==> src/rtl/branch_redirect_ctrl.sv <==
`default_nettype none
// ============================================================================
// Module      : branch_redirect_ctrl
// Description : Decode-stage branch sequencer. It stalls fetch/decode until
//               the branch operands are forwardable, registers the resolved
//               target and issues a one-cycle PC redirect to fetch.
//               Optional build macro: BRANCH_DELAY_SLOT_EN (no decode squash).
// Revision    : 1.0 - initial release
// ============================================================================
module branch_redirect_ctrl #(
   parameter int MAX_WAIT = 4,
   parameter int PC_WIDTH = 32
) (
   input  logic                clock,
   input  logic                reset,
   input  logic                dec_valid,
   input  logic                dec_is_ctrl,
   input  logic                dec_uses_rs,
   input  logic                dec_uses_rt,
   input  logic                rs_pending,
   input  logic                rt_pending,
   input  logic                pc_src,
   input  logic [PC_WIDTH-1:0] jump_address,
   output logic                stall_fetch,
   output logic                stall_decode,
   output logic                flush_decode,
   output logic                redirect_valid,
   output logic [PC_WIDTH-1:0] redirect_pc,
   output logic                busy,
   output logic                hazard_timeout
);

   typedef enum logic [1:0] {
      ST_IDLE     = 2'd0,
      ST_WAIT_OPS = 2'd1,
      ST_REDIRECT = 2'd2
   } state_t;

   localparam logic [7:0] c_max_wait = 8'(MAX_WAIT);

   state_t              r_state;
   state_t              w_state_nxt;
   logic [7:0]          r_wait_cnt;
   logic [7:0]          w_wait_cnt_nxt;
   logic [PC_WIDTH-1:0] r_redirect_pc;
   logic                r_timeout;
   logic                r_live;
   logic                w_need;
   logic                w_ctrl;
   logic                w_stall;
   logic                w_load_pc;

   assign w_need = (dec_uses_rs & rs_pending) | (dec_uses_rt & rt_pending);
   assign w_ctrl = dec_valid & dec_is_ctrl;

   // r_live keeps the FSM inert (and every output low) for the first cycle
   // after reset release, so no stall can be raised on a half-reset pipeline.
   always_comb begin
      w_state_nxt    = r_state;
      w_wait_cnt_nxt = r_wait_cnt;
      w_stall        = 1'b0;
      w_load_pc      = 1'b0;
      if (r_live) begin
         case (r_state)
            ST_IDLE: begin
               if (w_ctrl && w_need) begin
                  w_stall        = 1'b1;
                  w_state_nxt    = ST_WAIT_OPS;
                  w_wait_cnt_nxt = 8'd1;
               end else if (w_ctrl && pc_src) begin
                  w_load_pc   = 1'b1;
                  w_state_nxt = ST_REDIRECT;
               end
            end
            ST_WAIT_OPS: begin
               if (!dec_valid) begin
                  w_state_nxt    = ST_IDLE;
                  w_wait_cnt_nxt = 8'd0;
               end else if (w_need) begin
                  w_stall        = 1'b1;
                  w_wait_cnt_nxt = (r_wait_cnt == 8'hFF) ? r_wait_cnt : r_wait_cnt + 8'd1;
               end else begin
                  w_wait_cnt_nxt = 8'd0;
                  if (pc_src) begin
                     w_load_pc   = 1'b1;
                     w_state_nxt = ST_REDIRECT;
                  end else begin
                     w_state_nxt = ST_IDLE;
                  end
               end
            end
            ST_REDIRECT: w_state_nxt = ST_IDLE;
            default:     w_state_nxt = ST_IDLE;
         endcase
      end
   end

   always_ff @(posedge clock or posedge reset) begin
      if (reset) begin
         r_state       <= ST_IDLE;
         r_wait_cnt    <= 8'd0;
         r_redirect_pc <= '0;
         r_timeout     <= 1'b0;
         r_live        <= 1'b0;
      end else begin
         r_state    <= w_state_nxt;
         r_wait_cnt <= w_wait_cnt_nxt;
         r_live     <= 1'b1;
         if (w_load_pc) begin
            r_redirect_pc <= jump_address;
         end
         // Wait count equals stalled cycles so far; flag at the end of stall MAX_WAIT.
         if (w_stall && (w_wait_cnt_nxt == c_max_wait)) begin
            r_timeout <= 1'b1;
         end
      end
   end

   assign stall_fetch    = w_stall;
   assign stall_decode   = w_stall;
   assign redirect_valid = (r_state == ST_REDIRECT);
   assign redirect_pc    = r_redirect_pc;
   assign busy           = (r_state != ST_IDLE);
   assign hazard_timeout = r_timeout;

`ifdef BRANCH_DELAY_SLOT_EN
   // The redirect-cycle instruction is the delay slot and must execute.
   assign flush_decode = 1'b0;
`else
   assign flush_decode = (r_state == ST_REDIRECT);
`endif

endmodule
`default_nettype wire

==> config.mk <==
export PLATFORM = sky130hd
export DESIGN_NAME = branch_redirect_ctrl
export DESIGN_NICKNAME = d
export VERILOG_FILES = /design/src/rtl/branch_redirect_ctrl.sv
export SDC_FILE = /design/constraint.sdc
export NUM_CORES = 1
export LEC_CHECK = 0
export ABC_CLOCK_PERIOD_IN_PS = 4300
export BUFFER_PORTS_ARGS = -buffer_cell sky130_fd_sc_hd__buf_2
export CORE_MARGIN = 3
export CORE_UTILIZATION = 40
export DETAILED_ROUTE_END_ITERATION = 8
export GPL_TIMING_DRIVEN = 0
export PLACE_DENSITY_LB_ADDON = 0.12
export SYNTH_ARGS = -nofsm -noshare
export SYNTH_HDL_FRONTEND = slang
export SYNTH_SLANG_ARGS = --single-unit
==> constraint.sdc <==
create_clock -name clock -period 4.3 [get_ports clock]
set_input_delay 0 -clock clock [delete_from_list [all_inputs] [get_ports clock]]
set_output_delay 0 -clock clock [all_outputs]
set_load 0.05 [all_outputs]
=== After elaboration in Yosys (flattened, before gate mapping) ===
Cells that the tools add are included.

* Add/subtract/negate cells: 1
* Equal/unequal tests: 6
* Multiplexer cells: 24
* Bitwise logic cells: 4
* Reduce and logical (&&, ||, !) cells: 6

{| class="wikitable"
|+ Operators by type and width
! cell !! number
|-
| $mux W8 || 5
|-
| $pmux W8 S2 || 1
|-
| $mux W1 || 10
|-
| $mux W2 || 5
|-
| $add A8 B1 Y8 const B || 1
|-
| $eq A8 B3 Y1 const B || 1
|-
| $eq A8 B8 Y1 const B || 1
|-
| $ne A3 B3 Y1 const B || 2
|-
| $pmux W1 S2 || 2
|-
| $pmux W2 S2 || 1
|-
| $and A1 B1 Y1 || 3
|-
| $logic_and A1 B1 Y1 || 3
|-
| $reduce_and A3 Y1 || 1
|-
| $eq A2 B1 Y1 const B || 1
|-
| $eq A2 B2 Y1 const B || 1
|-
| $logic_not A2 Y1 || 1
|-
| $reduce_bool A2 Y1 || 1
|-
| $or A1 B1 Y1 || 1
|}

* Register bits after elaboration: 44
* Input bits: 41
* Output and inout port bits: 38
* Logic and storage cells: 46

=== Logic depth before layout (Yosys ltp) ===
Gate-level depths: netlist (run 1).

* Depth after elaboration: 8
* Gate-level depth with buffers: 6
* Mapped depth without buffers: 6

=== Worst setup path after synthesis (run 1) ===
OpenSTA, ideal clock, no wires.

* Path type: reg-to-reg
* Start: register r_wait_cnt[0]
* End: register r_timeout, in the netlist hazard_timeout
* Setup time: 0.103 ns
* Arrival time: 1.647 ns
* Data required time: 4.197 ns
* Setup slack: 2.549 ns
* Cell stages (with the launch flop): 7
* Path buffers: 0
* Period minus slack after synthesis: 1.751 ns
* Cells stage by stage: dfrtp_1 ha_1 nand3_2 or2_4 mux2i_1 o311ai_1 o41ai_2

* Word-level cells in the longest chain between the ends: 8
* Elaborated cells on any way between the ends: 10
* Those cells by class: 1 x add/sub; 2 x eq/ne; 6 x mux; 1 x reduce/logical

{| class="wikitable"
|+ RTL lines
! item !! RTL line !! source
|-
| from (decl) || 43 || <nowiki>logic [7:0] r_wait_cnt;</nowiki>
|-
| from (signal assigned) || 107 || <nowiki>r_wait_cnt <= w_wait_cnt_nxt;</nowiki>
|-
| $add A8 B1 Y8 or $eq A8 B8 Y1 (tied branches) || 81 || <nowiki>w_wait_cnt_nxt = (r_wait_cnt == 8'hFF) ? r_wait_cnt : r_wait_cnt + 8'd1;</nowiki>
|-
| $mux W8 || 81 ||
|-
| $mux W8 || 79 || <nowiki>end else if (w_need) begin</nowiki>
|-
| $mux W8 || 76 || <nowiki>if (!dec_valid) begin</nowiki>
|-
| $pmux W8 S2 || 64 || <nowiki>case (r_state)</nowiki>
|-
| $mux W8 (*) || 63 || <nowiki>if (r_live) begin</nowiki>
|-
| $eq A8 B3 Y1 (*) || 113 || <nowiki>if (w_stall && (w_wait_cnt_nxt == c_max_wait)) begin</nowiki>
|-
| $logic_and A1 B1 Y1 (*) || 113 ||
|-
| to (signal assigned) || 103 || <nowiki>r_timeout <= 1'b0;</nowiki>
|-
| to (signal assigned) || 114 || <nowiki>r_timeout <= 1'b1;</nowiki>
|-
| to (decl) || 46 || <nowiki>logic r_timeout;</nowiki>
|}

Mark *: on every way between the ends. The rest lies on a longest branch, timed or not.
A chain may end at the register's enable or synchronous reset.

=== Final worst setup path (run 1) ===
* Start: register r_state[1]
* End: register r_redirect_pc[7], in the netlist redirect_pc[7]

* Word-level cells in the longest chain between the ends: 3
* Elaborated cells on any way between the ends: 4
* Those cells by class: 1 x eq/ne; 2 x mux; 1 x reduce/logical

{| class="wikitable"
|+ RTL lines
! item !! RTL line !! source
|-
| from (decl) || 41 || <nowiki>state_t r_state;</nowiki>
|-
| from (signal assigned) || 106 || <nowiki>r_state <= w_state_nxt;</nowiki>
|-
| $eq A2 B1 Y1 or $logic_not A2 Y1 (tied branches) || 64 ||
|-
| $pmux W1 S2 (*) || 64 ||
|-
| $mux W1 (*) || 63 ||
|-
| to (signal assigned) || 110 || <nowiki>r_redirect_pc <= jump_address;</nowiki>
|-
| to (decl) || 45 || <nowiki>logic [PC_WIDTH-1:0] r_redirect_pc;</nowiki>
|}

Marks and branches as above.

==> results of run 1 <==
stage by stage:
| step | hold slack, ns | utilization |
|---|---|---|
| 2_1_floorplan | 0.135 | - |
| 6_report | 0.144 | 0.633 |
| 5_1_grt | 0.176 | 0.633 |
| 3_3_place_gp | 0.216 | 0.537 |
| 4_1_cts | 0.135 | 0.633 |
| 3_5_place_dp | 0.00994 | 0.541 |
cells by family (layout without fill, tap and decap cells):
logic type,Yosys count,in the layout
DFF,44,44
and+or+nand+nor,37,37
muxes,34,34
AOI/OAI and AO/OA,27,27
buffers and inverters,11,131
adders and majority gates,1,1
other,1,1
xor gates and xnor gates,1,1
flip-flops by register name, summed over array words and instances (netlist names):
name,flops
hazard_timeout,1
r_wait_cnt,8
r_state,2
redirect_pc,32
r_live,1
cells in the mapped netlist, types with 3 or more instances:
library cell | n | area share
nor2_1 | 10 | 0.019
mux2_2 | 28 | 0.16
o21ai_0 | 3 | 0.0076
mux2_1 | 4 | 0.023
inv_1 | 5 | 0.0095
o211ai_1 | 3 | 0.011
a21oi_1 | 5 | 0.013
buf_2 | 4 | 0.010
nand2_1 | 6 | 0.011
nor3_1 | 4 | 0.010
dfrtp_1 | 44 | 0.56
final cells by class:
class,count,area [um^2],share of cell area
Multi-Input combinational cell,101,823,0.285
Tap cell,65,81.3,0.0281
Buffer,6,35.0,0.0121
Timing Repair Buffer,113,751,0.260
Clock inverter,2,12.5,0.00433
Sequential cell,44,1100,0.381
Inverter,5,18.8,0.00649
Clock buffer,5,68.8,0.0238
worst paths after layout:
path / startpoint / end / slack (ns) / cells past startpoint
max in group asynchronous: reset / r_wait_cnt[0] / 3.57 / 4
min in group asynchronous: reset / redirect_pc[14] / 0.26 / 3
setup reg to reg: r_state[1] / redirect_pc[7] / 2.28 / 5
setup / recovery: r_state[1] / redirect_pc[7] / 2.28 / 5
hold reg to reg: hazard_timeout / hazard_timeout / 0.47 / 2
hold / removal: dec_valid / r_wait_cnt[0] / 0.14 / 3
critical path, cell delays in order (launching register included):
cell and delay, ns:
dfrtp_1 0.45, and2b_1 0.24, o21ai_1 0.10, nor3_2 0.38, buf_2 0.34, mux2_2 0.37
layout by cell type, fill, tap and decap left out, drive strengths merged, types with 2 or more instances in the layout:
cell         count
buf             85
o211ai           3
and3             2
dfrtp           44
nand4            3
a31oi            2
nand2            6
o21ai            4
o22a             2
nor2            10
or2              2
a21oi            5
mux2            32
nor3             5
nand2b           2
inv              5
nor4b            2
clkbuf           5
dlygate4sd3     34
mux2i            2
power by group through the flow:
stage	clock network (mW)	registers [mW]	logic, mW
after floorplan	0	0.885	0.124
after global placement	0	0.563	0.585
after detailed placement	0	0.564	0.595
after CTS	0.254	0.558	0.618
after global routing	0.274	0.573	0.644
final	0.248	0.559	0.617
layer usage:
| layer | vias to the layer above | global-route usage | wire length [um] |
|---|---|---|---|
| li1 | 814 | - | - |
| met1 | 759 | 0.209 | 2080 |
| met2 | 46 | 0.310 | 2500 |
| met3 | 5 | 0.0485 | 248 |
| met4 | 0 | 0.0380 | 30 |
| met5 | - | 0 | 0 |
==> impl_results.md, run 1 <==
- Status: complete, no violations
- Worst min path class: primary input to flip-flop
- Total power after layout: ~1.4 mW
- Synth Area per Inst: 12.7 um^2
- IO Count: 79
- DPL Wire Length: roughly 3.2 mm
- Final ANT Viol Nets: 0
- Share of total power in the clock network: 0.174
- Initial antenna violation count: 0
- Clock tree skew after final layout: slightly below 0.007 ns
- Global-route wire length before repair: between 8 and 9 mm
- Ratio of total power to cell area: between 400 and 500 mW/mm^2
- CTS Root Cell: clkbuf_8
- Setup slack at placement: 2.30 ns
- Area share of and/or/nand/nor cells after synthesis: 0.113
- Adder-cell area share of the yosys netlist: 0.00633
- Fraction of power consumed by sequential logic: 0.393
- DRC marker count from the first detailed-route iteration: 66
- Starting density of the core: 0.433
- Maximum clock rate: between 400 and 500 MHz
- Routed via count divided by cell count: ~4.8
- Die Footprint: 0.00583 mm^2
- Tot GR Track Use: 0.174
- Placement Rows: 24
- Final cell count without fillers: around 340
- Leakage dissipation: ~1.4 nW
- Proportion of synthesized area in mux cells: 0.192
- Maximum root-to-sink buffer count: 2
- Kind of launch point of the worst setup path: flip-flop
- Count of warnings emitted by yosys: 0
- CTS Buf Count: 5
- Maximum number of pins on one net before global-route repair: 28
- Final antenna diode count: 0
- Routed length per instance: approximately 14 um
- Final-layout setup total negative slack: 0 ns
- Fraction of registers with async set/reset: 1.00
- Classification of the worst setup path: flip-flop to flip-flop
- Main flop type after synthesis: dfrtp_1
- Library cells used by synthesis: 44
- Post-Synthesis Cell Area: a little under 0.002 mm^2
- First-pass iteration count of the detailed router: 4
- Number of sinks driven by the clock tree: 44
- Pint: 795 uW
- RSZ-0062 raised after global routing: false
- Crit. End Element: flip-flop
- Logic gate share of total power: 0.433
- Count of unresolved DRC violations after routing: 0
- Max-capacitance violation count: 0
- Proportion of synthesized chip area in sequential cells: 0.557
- Main combinational cell family by area after synthesis: multiplexers
- Layout cell share with drive strength beyond 1: 0.471
- Number of endpoints failing setup at the final stage: 0
- Compound-gate portion of the synthesized area: 0.0987
- Number of H-tree levels: 2
- Vias in the first global route: roughly 1700
- Worst Path Max Fanout: 10
- Clock edge transition at the registers on the reported setup and hold paths: 0.08 ns
- DRT Wirelength: 4.87 mm
- Hold Violations, Final: 0
- Post-place instance area: 0.00247 mm^2
- Port buffer count: about 80
- X dimension of the die: ~76 um
- Routability-driven placement congestion ratio: 0.771
- TritonCTS clock tree: yes
- Congestion Overflow GR: 0
- Net Sw Power: 628 uW
- Share of total power consumed by net switching: 0.441
- Hold_buf cts: 34
- Worst EP arrival: between 2 and 2.5 ns
- Count of vias placed by the detailed router: about 1600
- # fillers: between 300 and 400
- Post-synthesis xor/xnor area fraction: 0.00443
- Post-CTS Setup Repair Bufs: 0
- Synth Net Count: between 150 and 200
- Number of nets in the layout: 318
- Worst voltage drop across the vdd grid: 0.398 mV
- Floorplan core area: 0.00456 mm^2
- Final worst path period need: roughly 2.0 ns
- Number of instances in the synthesized netlist: ~160
- Layout Cell Area excl Fill: between 0.002 and 0.003 mm^2
- Total of flip-flops plus latches after synthesis: 44
- Final worst slack: ~2.3 ns
- Clock network latency to the later pin of the worst-skew pair: between 0.2 and 0.3 ns
- Crit path required time: ~4.5 ns
- Number of enable flip-flop cells after synthesis: 0
- Ratio of final minimum period to clock period: 0.469
- Number of placed instances with taps included: 300
- Chip Height: 76.3 um
- Area growth from synthesis to layout: 46.2%
- Quantity of gates resized following cts: 0
- Final Slew Violations: 0
Power figures use the tool's default switching activity.
==> run 2: changes to the inputs <==
--- a/config.mk
+++ b/config.mk
@@ -5,7 +5,8 @@
 export SDC_FILE = /design/constraint.sdc
 export NUM_CORES = 1
 export LEC_CHECK = 0
-export ABC_CLOCK_PERIOD_IN_PS = 4300
+export ABC_AREA = 1
+export ABC_CLOCK_PERIOD_IN_PS = 2000
 export BUFFER_PORTS_ARGS = -buffer_cell sky130_fd_sc_hd__buf_2
 export CORE_MARGIN = 3
 export CORE_UTILIZATION = 40
==> constraint.sdc (replaced) <==
create_clock -name clock -period 2 [get_ports clock]
set_input_delay 0 -clock clock [delete_from_list [all_inputs] [get_ports clock]]
set_output_delay 0 -clock clock [all_outputs]
set_load 0.05 [all_outputs]
==> run 2 against run 1 <==
Global-route usage rose by 0.70 points. Routed wire length up 8.0%. Die area increased by 6.6%. First-iteration DRC count increased by 30%. Worst setup slack lost 2.0 ns. Register-to-register slack worse by 2.0 ns. Sequential share of layout area is 1.8 points lower. Final area increased by 5.1%. Critical path type unchanged.
==> impl_results.md, run 2 <==
- Floorplan core area: 0.00491 mm^2 (was 0.00456 mm^2)
- IO Count: 79 (unchanged)
- Count of cells along the worst register-to-register path: 11 (was 5)
- Congestion Overflow GR: 0 (unchanged)
- CTS Buf Count: 5 (unchanged)
- Count of vias placed by the detailed router: 2099 (was 1624)
- Placement Rows: 25 (was 24)
- Hold Worst Slack: 0.149 ns (was 0.144 ns)
- Crit. End Element: flip-flop (unchanged)
- Number of instances in the synthesized netlist: 267 (was 156)
- # fillers: 436 (was 391)
- Initial antenna violation count: 0 (unchanged)
- Top post-synthesis cells by count: nand2_1, dfrtp_1, nand3_1 (was dfrtp_1, mux2_2, nor2_1)
- Met3 routing resource usage after global routing: 0.0476 (was 0.0485)
- Delay contributed by the slowest stage of the critical path: 0.43 ns (was 0.45 ns)
- Number of sinks driven by the clock tree: 44 (unchanged)
- Routability-driven placement congestion ratio: 0.764 (was 0.771)
- Most common cell in the synthesized netlist: nand2_1 (was dfrtp_1)
- Largest area contributor in the netlist: dfrtp_1 (unchanged)
- Number of flip-flops in the largest register: 32 (unchanged)
- Tot GR Track Use: 0.181 (was 0.174)
- Final ANT Viol Nets: 0 (unchanged)
- Maximum number of pins on one net before global-route repair: 24 (was 28)
- Final-layout setup total negative slack: 0 ns (unchanged)
- Count of warnings emitted by yosys: 0 (unchanged)
- Proportion of netlist area held by the largest area contributor: 0.519 (was 0.557)
- Hold depth: 5 (was 3)
- Max-capacitance violation count: 0 (unchanged)
- Maximum clock rate: 586 MHz (was 496 MHz)
- Logic gate share of total power: 0.558 (was 0.433)
- Proportion of synthesized chip area in sequential cells: 0.519 (was 0.557)
- Final antenna diode count: 0 (unchanged)
- Worst voltage drop across the vdd grid: 0.845 mV (was 0.398 mV)
- Worst min path class: primary input to flip-flop (unchanged)
- Starting density of the core: 0.432 (was 0.433)
- Synth Area per Inst: 7.94 um^2 (was 12.7 um^2)
- Largest cells by area after synthesis: dfrtp_1, nand2_1, nand3_1 (was dfrtp_1, mux2_2, mux2_1)
- Number of placed instances with taps included: 413 (was 300)
- Die Footprint: 0.00621 mm^2 (was 0.00583 mm^2)
- Layout Cell Area excl Fill: 0.00304 mm^2 (was 0.00289 mm^2)
- Number of H-tree levels: 2 (unchanged)
- Worst Path Max Fanout: 7 (was 10)
- Clock edge transition at the registers on the reported setup and hold paths: 0.08 ns (about the same)
- Final Slew Violations: 0 (unchanged)
- Setup slack at placement: 0.322 ns (was 2.30 ns)
- Met1 track demand over resource in global routing: 0.213 (was 0.209)
- Vias in the first global route: 2002 (was 1710)
- Relative slew slack: 0.658
- Synth Net Count: 309 (was 198)
- RSZ-0062 raised after global routing: false (unchanged)
- Number of nets in the layout: 428 (was 318)
- Layout cell share with drive strength beyond 1: 0.266 (was 0.471)
- Leakage dissipation: 1.73 nW (was 1.41 nW)
- X dimension of the die: 78.8 um (was 76.3 um)
- Global routing met2 resource utilization: 0.319 (was 0.310)
- Chip Height: 78.8 um (was 76.3 um)
- Hold_buf cts: 33 (was 34)
- Quantity of gates resized following cts: 0 (unchanged)
- DRC marker count from the first detailed-route iteration: 86 (was 66)
- Routed via count divided by cell count: 4.62 (was 4.76)
- Total of flip-flops plus latches after synthesis: 44 (unchanged)
- CTS Root Cell: clkbuf_8 (unchanged)
- Clock tree skew after final layout: 0.00458 ns (was 0.00689 ns)
- Port buffer count: 78 (unchanged)
- Routed length per instance: 11.6 um (was 14.3 um)
- Status: complete, no violations (unchanged)
- Area growth from synthesis to layout: 43.2% (was 46.2%)
- Post-place instance area: 0.00262 mm^2 (was 0.00247 mm^2)
- Utilization after layout: 0.619 (was 0.633)
- Crit path required time: 2.20 ns (was 4.47 ns)
- Hold Violations, Final: 0 (unchanged)
- Most frequent cells in the layout: nand2_1, buf_2, dfrtp_1 (was buf_2, dfrtp_1, dlygate4sd3_1)
- Ratio of total power to cell area: 1470 mW/mm^2 (was 492 mW/mm^2)
- Post-CTS Setup Repair Bufs: 0 (unchanged)
- Count of unresolved DRC violations after routing: 0 (unchanged)
- Most common cell after layout, fill and taps aside: nand2_1 (was buf_2)
- Final cell count without fillers: 454 (was 341)
- Maximum root-to-sink buffer count: 2 (unchanged)
- Fraction of power consumed by sequential logic: 0.319 (was 0.393)
- Library cells used by synthesis: 23 (was 44)
- TritonCTS clock tree: yes (unchanged)
- Kind of launch point of the worst setup path: flip-flop (unchanged)
- Share of total power consumed by net switching: 0.532 (was 0.441)
- Clock network latency to the later pin of the worst-skew pair: 0.29 ns (about the same)
- Net Sw Power: 2.38 mW (was 628 uW)
- Share of total power in the clock network: 0.123 (was 0.174)
- Setup slack of the worst register-to-register path: 0.29 ns (was 2.28 ns)
- Number of endpoints failing setup at the final stage: 0 (unchanged)
- Fraction of registers with async set/reset: 1.00 (unchanged)
- DPL Wire Length: 3.60 mm (was 3.23 mm)
- Worst EP arrival: 1.90 ns (was 2.19 ns)
- Post-Synthesis Cell Area: 0.00212 mm^2 (was 0.00198 mm^2)
- First-pass iteration count of the detailed router: 4 (unchanged)
- Cell breakdown of the critical path: ha_1, nand2_1, inv_1, nand3_4, nand2_1, o21ai_0, nand2_1, nand2_1, nor2_1, nand2_1, nand2_1 (was and2b_1, o21ai_1, nor3_2, buf_2, mux2_2)
- Pint: 2.09 mW (was 795 uW)
- Ratio of final minimum period to clock period: 0.854 (was 0.469)
- Total power after layout: 4.48 mW (was 1.42 mW)
- DRT Wirelength: 5.25 mm (was 4.87 mm)
- Actual transition at the worst max-transition pin: roughly 0.51 ns
- Final worst path period need: 1.71 ns (was 2.02 ns)
- Classification of the worst setup path: flip-flop to flip-flop (unchanged)
- Number of enable flip-flop cells after synthesis: 0 (unchanged)
- Global-route wire length before repair: 8.91 mm (was 8.12 mm)
- Main flop type after synthesis: dfrtp_1 (unchanged)
- Layer with the highest usage after global routing: met2 (unchanged)
- Cell mode on critical path: nand2_1
- Slowest CP cell: dfrtp_1 (unchanged)
- Final worst slack: 0.292 ns (was 2.28 ns)
[run 2: changes by cell type after synthesis, moves of 3 or more]
| cell | previous run | this run |
|---|---|---|
| mux2_1 | 4 | 0 |
| mux2_2 | 28 | 0 |
| nand2_1 | 6 | 111 |
| a21oi_1 | 5 | 2 |
| nor3_1 | 4 | 0 |
| buf_4 | 2 | 5 |
| inv_1 | 5 | 24 |
| nand4_1 | 2 | 6 |
| nand3_1 | 0 | 41 |
| buf_6 | 0 | 3 |
[run 2: layout make-up]
| type | count | area, um^2 | area share |
|---|---|---|---|
| Multi-Input combinational cell | 186 | 836 | 0.275 |
| Buffer | 11 | 86.3 | 0.0284 |
| Clock buffer | 7 | 76.3 | 0.0251 |
| Inverter | 26 | 97.6 | 0.0321 |
| Clock inverter | 1 | 8.76 | 0.00288 |
| Sequential cell | 44 | 1100 | 0.362 |
| Tap cell | 67 | 83.8 | 0.0276 |
| Timing Repair Buffer | 112 | 748 | 0.246 |
[run 2: power by group through the flow]
stage	logic, mW	registers [mW]	clock network, mW
after floorplan	0.849	2.47	0
after global placement	2.44	1.43	0
after detailed placement	2.47	1.43	0
after CTS	2.52	1.43	0.579
after global routing	2.68	1.47	0.611
final	2.50	1.43	0.551
[run 2: kinds of logic after synthesis]
| kind of cell | Yosys count | share of synthesized area |
|---|---|---|
| other | 1 | 0.00177 |
| AOI/OAI and AO/OA | 10 | 0.0271 |
| and+or+nand+nor | 173 | 0.355 |
| adders and majority gates | 1 | 0.00590 |
| xor gates and xnor gates | 1 | 0.00413 |
| buffers and inverters | 37 | 0.0867 |
| DFF | 44 | 0.519 |
[run 2: metal layers]
layer | share of wire | vias up
met3 | 0.054 | 9
met1 | 0.42 | 953
li1 | - | 1078
met5 | 0 | -
met2 | 0.51 | 59
met4 | 0.015 | 0
[run 2: final timing paths]
check / start / end
min reg2reg: hazard_timeout / hazard_timeout
min in group asynchronous: reset / redirect_pc[19]
max: r_wait_cnt[0] / hazard_timeout
max in group asynchronous: reset / r_live
max reg2reg: r_wait_cnt[0] / hazard_timeout
min: dec_is_ctrl / r_state[0]
[run 2: worst max-delay path: cells and delay by family (launching register included)]
kind / cells / cell delay, ns
adders and majority gates: 1 / 0.25
DFF: 1 / 0.43
AOI/OAI and AO/OA: 1 / 0.16
and+or+nand+nor: 8 / 0.66
buffers and inverters: 1 / 0.12
==> run 3: changes to the inputs <==
--- a/config.mk
+++ b/config.mk
@@ -13,6 +13,8 @@
 export DETAILED_ROUTE_END_ITERATION = 8
 export GPL_TIMING_DRIVEN = 0
 export PLACE_DENSITY_LB_ADDON = 0.12
+export SETUP_SLACK_MARGIN = 0.5
+export SLEW_MARGIN = 40
 export SYNTH_ARGS = -nofsm -noshare
 export SYNTH_HDL_FRONTEND = slang
 export SYNTH_SLANG_ARGS = --single-unit
==> run 3 against run 2 <==
Non-clock buffer count grew 11. Clock power grew 9.1%. Combinational power grew 8%. Sequential power is essentially flat. Routed wire length grew 4.1%. Register-to-register slack gained 0.20 ns. Fmax grew 13%. Critical path depth shrank 3. Worst hold slack lost 0.047 ns. Via count grew 2.8%. Power grew 5.5%. Sequential share of layout area shrank 2.4 points. Critical path type unchanged.
==> impl_results.md, run 3 (synthesis gave the netlist of run 2 again) <==
- Ratio of final minimum period to clock period: 0.756 (was 0.854)
- Initial antenna violation count: 0 (unchanged)
- Number of H-tree levels: 2 (unchanged)
- Number of nets in the layout: 439 (was 428)
- Logic gate share of total power: 0.569 (was 0.558)
- Crit path required time: 2.18 ns (was 2.20 ns)
- Clock edge transition at the registers on the reported setup and hold paths: 0.08 ns (about the same)
- Number of flip-flops in the largest register: 32 (unchanged)
- X dimension of the die: 78.8 um (unchanged)
- Final-layout setup total negative slack: 0 ns (unchanged)
- Ratio of total power to cell area: 1450 mW/mm^2 (was 1470 mW/mm^2)
- Worst voltage drop across the vdd grid: 1.14 mV (was 0.845 mV)
- DRC marker count from the first detailed-route iteration: 56 (was 86)
- Cell breakdown of the critical path: nor2_4, nand2_2, a21oi_1, nand3b_1, inv_4, nand2_8, buf_8, o21ai_0 (was ha_1, nand2_1, inv_1, nand3_4, nand2_1, o21ai_0, nand2_1, nand2_1, nor2_1, nand2_1, nand2_1)
- Maximum clock rate: 661 MHz (was 586 MHz)
- Share of total power in the clock network: 0.127 (was 0.123)
- Vias in the first global route: 2076 (was 2002)
- Slowest CP cell: dfrtp_2 (was dfrtp_1)
- Port buffer count: 78 (unchanged)
- Maximum number of pins on one net before global-route repair: 43 (was 24)
- Congestion Overflow GR: 0 (unchanged)
- Final ANT Viol Nets: 0 (unchanged)
- Setup slack at placement: 0.345 ns (was 0.322 ns)
- Worst EP arrival: 1.70 ns (was 1.90 ns)
- Final worst slack: 0.487 ns (was 0.292 ns)
- Final antenna diode count: 0 (unchanged)
- Most frequent cells in the layout: nand2_1, buf_2, dfrtp_1 (unchanged)
- Leakage dissipation: 1.81 nW (was 1.73 nW)
- Count of vias placed by the detailed router: 2158 (was 2099)
- Hold Violations, Final: 0 (unchanged)
- Final worst path period need: 1.51 ns (was 1.71 ns)
- Fraction of power consumed by sequential logic: 0.303 (was 0.319)
- Most common cell after layout, fill and taps aside: nand2_1 (unchanged)
- CTS Buf Count: 5 (unchanged)
- Clock tree skew after final layout: 0.00531 ns (was 0.00458 ns)
- Starting density of the core: 0.432 (unchanged)
- Classification of the worst setup path: flip-flop to flip-flop (unchanged)
- Chip Height: 78.8 um (unchanged)
- Delay contributed by the slowest stage of the critical path: 0.45 ns (was 0.43 ns)
- Max-capacitance violation count: 0 (unchanged)
- Count of unresolved DRC violations after routing: 0 (unchanged)
- Placement Rows: 25 (unchanged)
- Worst Path Max Fanout: 10 (was 7)
- Routability-driven placement congestion ratio: 0.773 (was 0.764)
- DPL Wire Length: 3.50 mm (was 3.60 mm)
- Crit. End Element: flip-flop (unchanged)
- Pint: 2.25 mW (was 2.09 mW)
- RSZ-0062 raised after global routing: true (was false)
- Number of sinks driven by the clock tree: 44 (unchanged)
- Total power after layout: 4.72 mW (was 4.48 mW)
- Status: complete, no violations (unchanged)
- Startpoint of the lowest-slack register-to-register path: r_state[1] (was r_wait_cnt[0])
- Critical path origin: r_state[1] (was r_wait_cnt[0])
- Kind of launch point of the worst setup path: flip-flop (unchanged)
- IO Count: 79 (unchanged)
- Area growth from synthesis to layout: 53.6% (was 43.2%)
- Layout cell share with drive strength beyond 1: 0.339 (was 0.266)
- Tot GR Track Use: 0.185 (was 0.181)
- CTS Root Cell: clkbuf_8 (unchanged)
- Share of total power consumed by net switching: 0.524 (was 0.532)
- Maximum root-to-sink buffer count: 2 (unchanged)
- Routed length per instance: 11.8 um (was 11.6 um)
- TritonCTS clock tree: yes (unchanged)
- Clock network latency to the later pin of the worst-skew pair: 0.30 ns (was 0.29 ns)
- Net Sw Power: 2.47 mW (was 2.38 mW)
- Floorplan core area: 0.00491 mm^2 (unchanged)
- Number of endpoints failing setup at the final stage: 0 (unchanged)
- First-pass iteration count of the detailed router: 4 (unchanged)
- Final Slew Violations: 0 (unchanged)
- DRT Wirelength: 5.47 mm (was 5.25 mm)
- Worst min path class: primary input to async pin (was primary input to flip-flop)
- Die Footprint: 0.00621 mm^2 (unchanged)
- Global-route wire length before repair: 9.21 mm (was 8.91 mm)
- Utilization after layout: 0.663 (was 0.619)
- Routed via count divided by cell count: 4.64 (was 4.62)
run 3: cell count changes in the layout (fill, tap and decap cells not counted), sizes merged:
cell and delta:
clkinv -1, clkbuf -1, buf +11, inv +2
run 3: area by class of cell:
type / count / area, um^2
repair buffers: 123 / 836
plain buffers: 11 / 113
clock buffers: 6 / 82.6
inverters: 26 / 105
multi-input cells: 186 / 921
well taps: 67 / 83.8
fillers: 433 / 1650
clock inverters: 2 / 13.8
flip-flops and latches: 44 / 1100
run 3: power groups by stage:
stage                     logic, mW  clock network (mW)  registers (mW)
after CTS                      2.60               0.628            1.41
final                          2.69               0.601            1.43
after floorplan               0.852                   0            2.47
after detailed placement       2.48                   0            1.43
after global routing           2.90               0.658            1.47
after global placement         2.45                   0            1.43
run 3: worst paths after layout:
| path | to | slack, ns | cells after the start |
|---|---|---|---|
| setup / recovery | r_state[1] | 0.49 | 8 |
| hold / removal | redirect_pc[1] | 0.10 | 3 |
| setup reg to reg | r_state[1] | 0.49 | 8 |
| hold reg to reg | hazard_timeout | 0.47 | 2 |
| max in group asynchronous | r_state[1] | 1.49 | 4 |
| min in group clock | r_state[0] | 0.17 | 5 |
run 3: per-stage QoR:
| step | hold WS [ns] | cells | instance area, um^2 |
|---|---|---|---|
| 4_1_cts | 0.0841 | 458 | 3110 |
| 5_1_grt | 0.0948 | 465 | 3260 |
| 3_5_place_dp | -0.132 | 413 | 2630 |
| 3_3_place_gp | 0.229 | 412 | 2610 |
| 2_1_floorplan | 0.145 | 267 | 2130 |
| 6_report | 0.101 | 465 | 3260 |
run 3: worst max-delay path, delay by kind of cell, from the launching register on:
| family | cells | cell delay, ns |
|---|---|---|
| and+or+nand+nor | 4 | 0.51 |
| DFF | 1 | 0.45 |
| buffers and inverters | 2 | 0.23 |
| AOI/OAI and AO/OA | 2 | 0.20 |
run 3: per-layer routing:
metal,routed length (um),track usage,vias up,share of wire
met5,0,0,-,0
met3,300,0.0476,4,0.055
met1,2380,0.233,1002,0.43
met2,2740,0.317,52,0.50
li1,-,-,1100,-
met4,53,0.0464,0,0.0097
run 3: timing repair:
item                                   4_1_cts  5_1_grt
cloned                                       0        0
hold buffers                                33        0
pin swaps                                    1        8
buffers inserted                             4        7
resized for setup                           10       27
endpoints found under the hold margin       76        0
setup endpoints to repair                    5       34
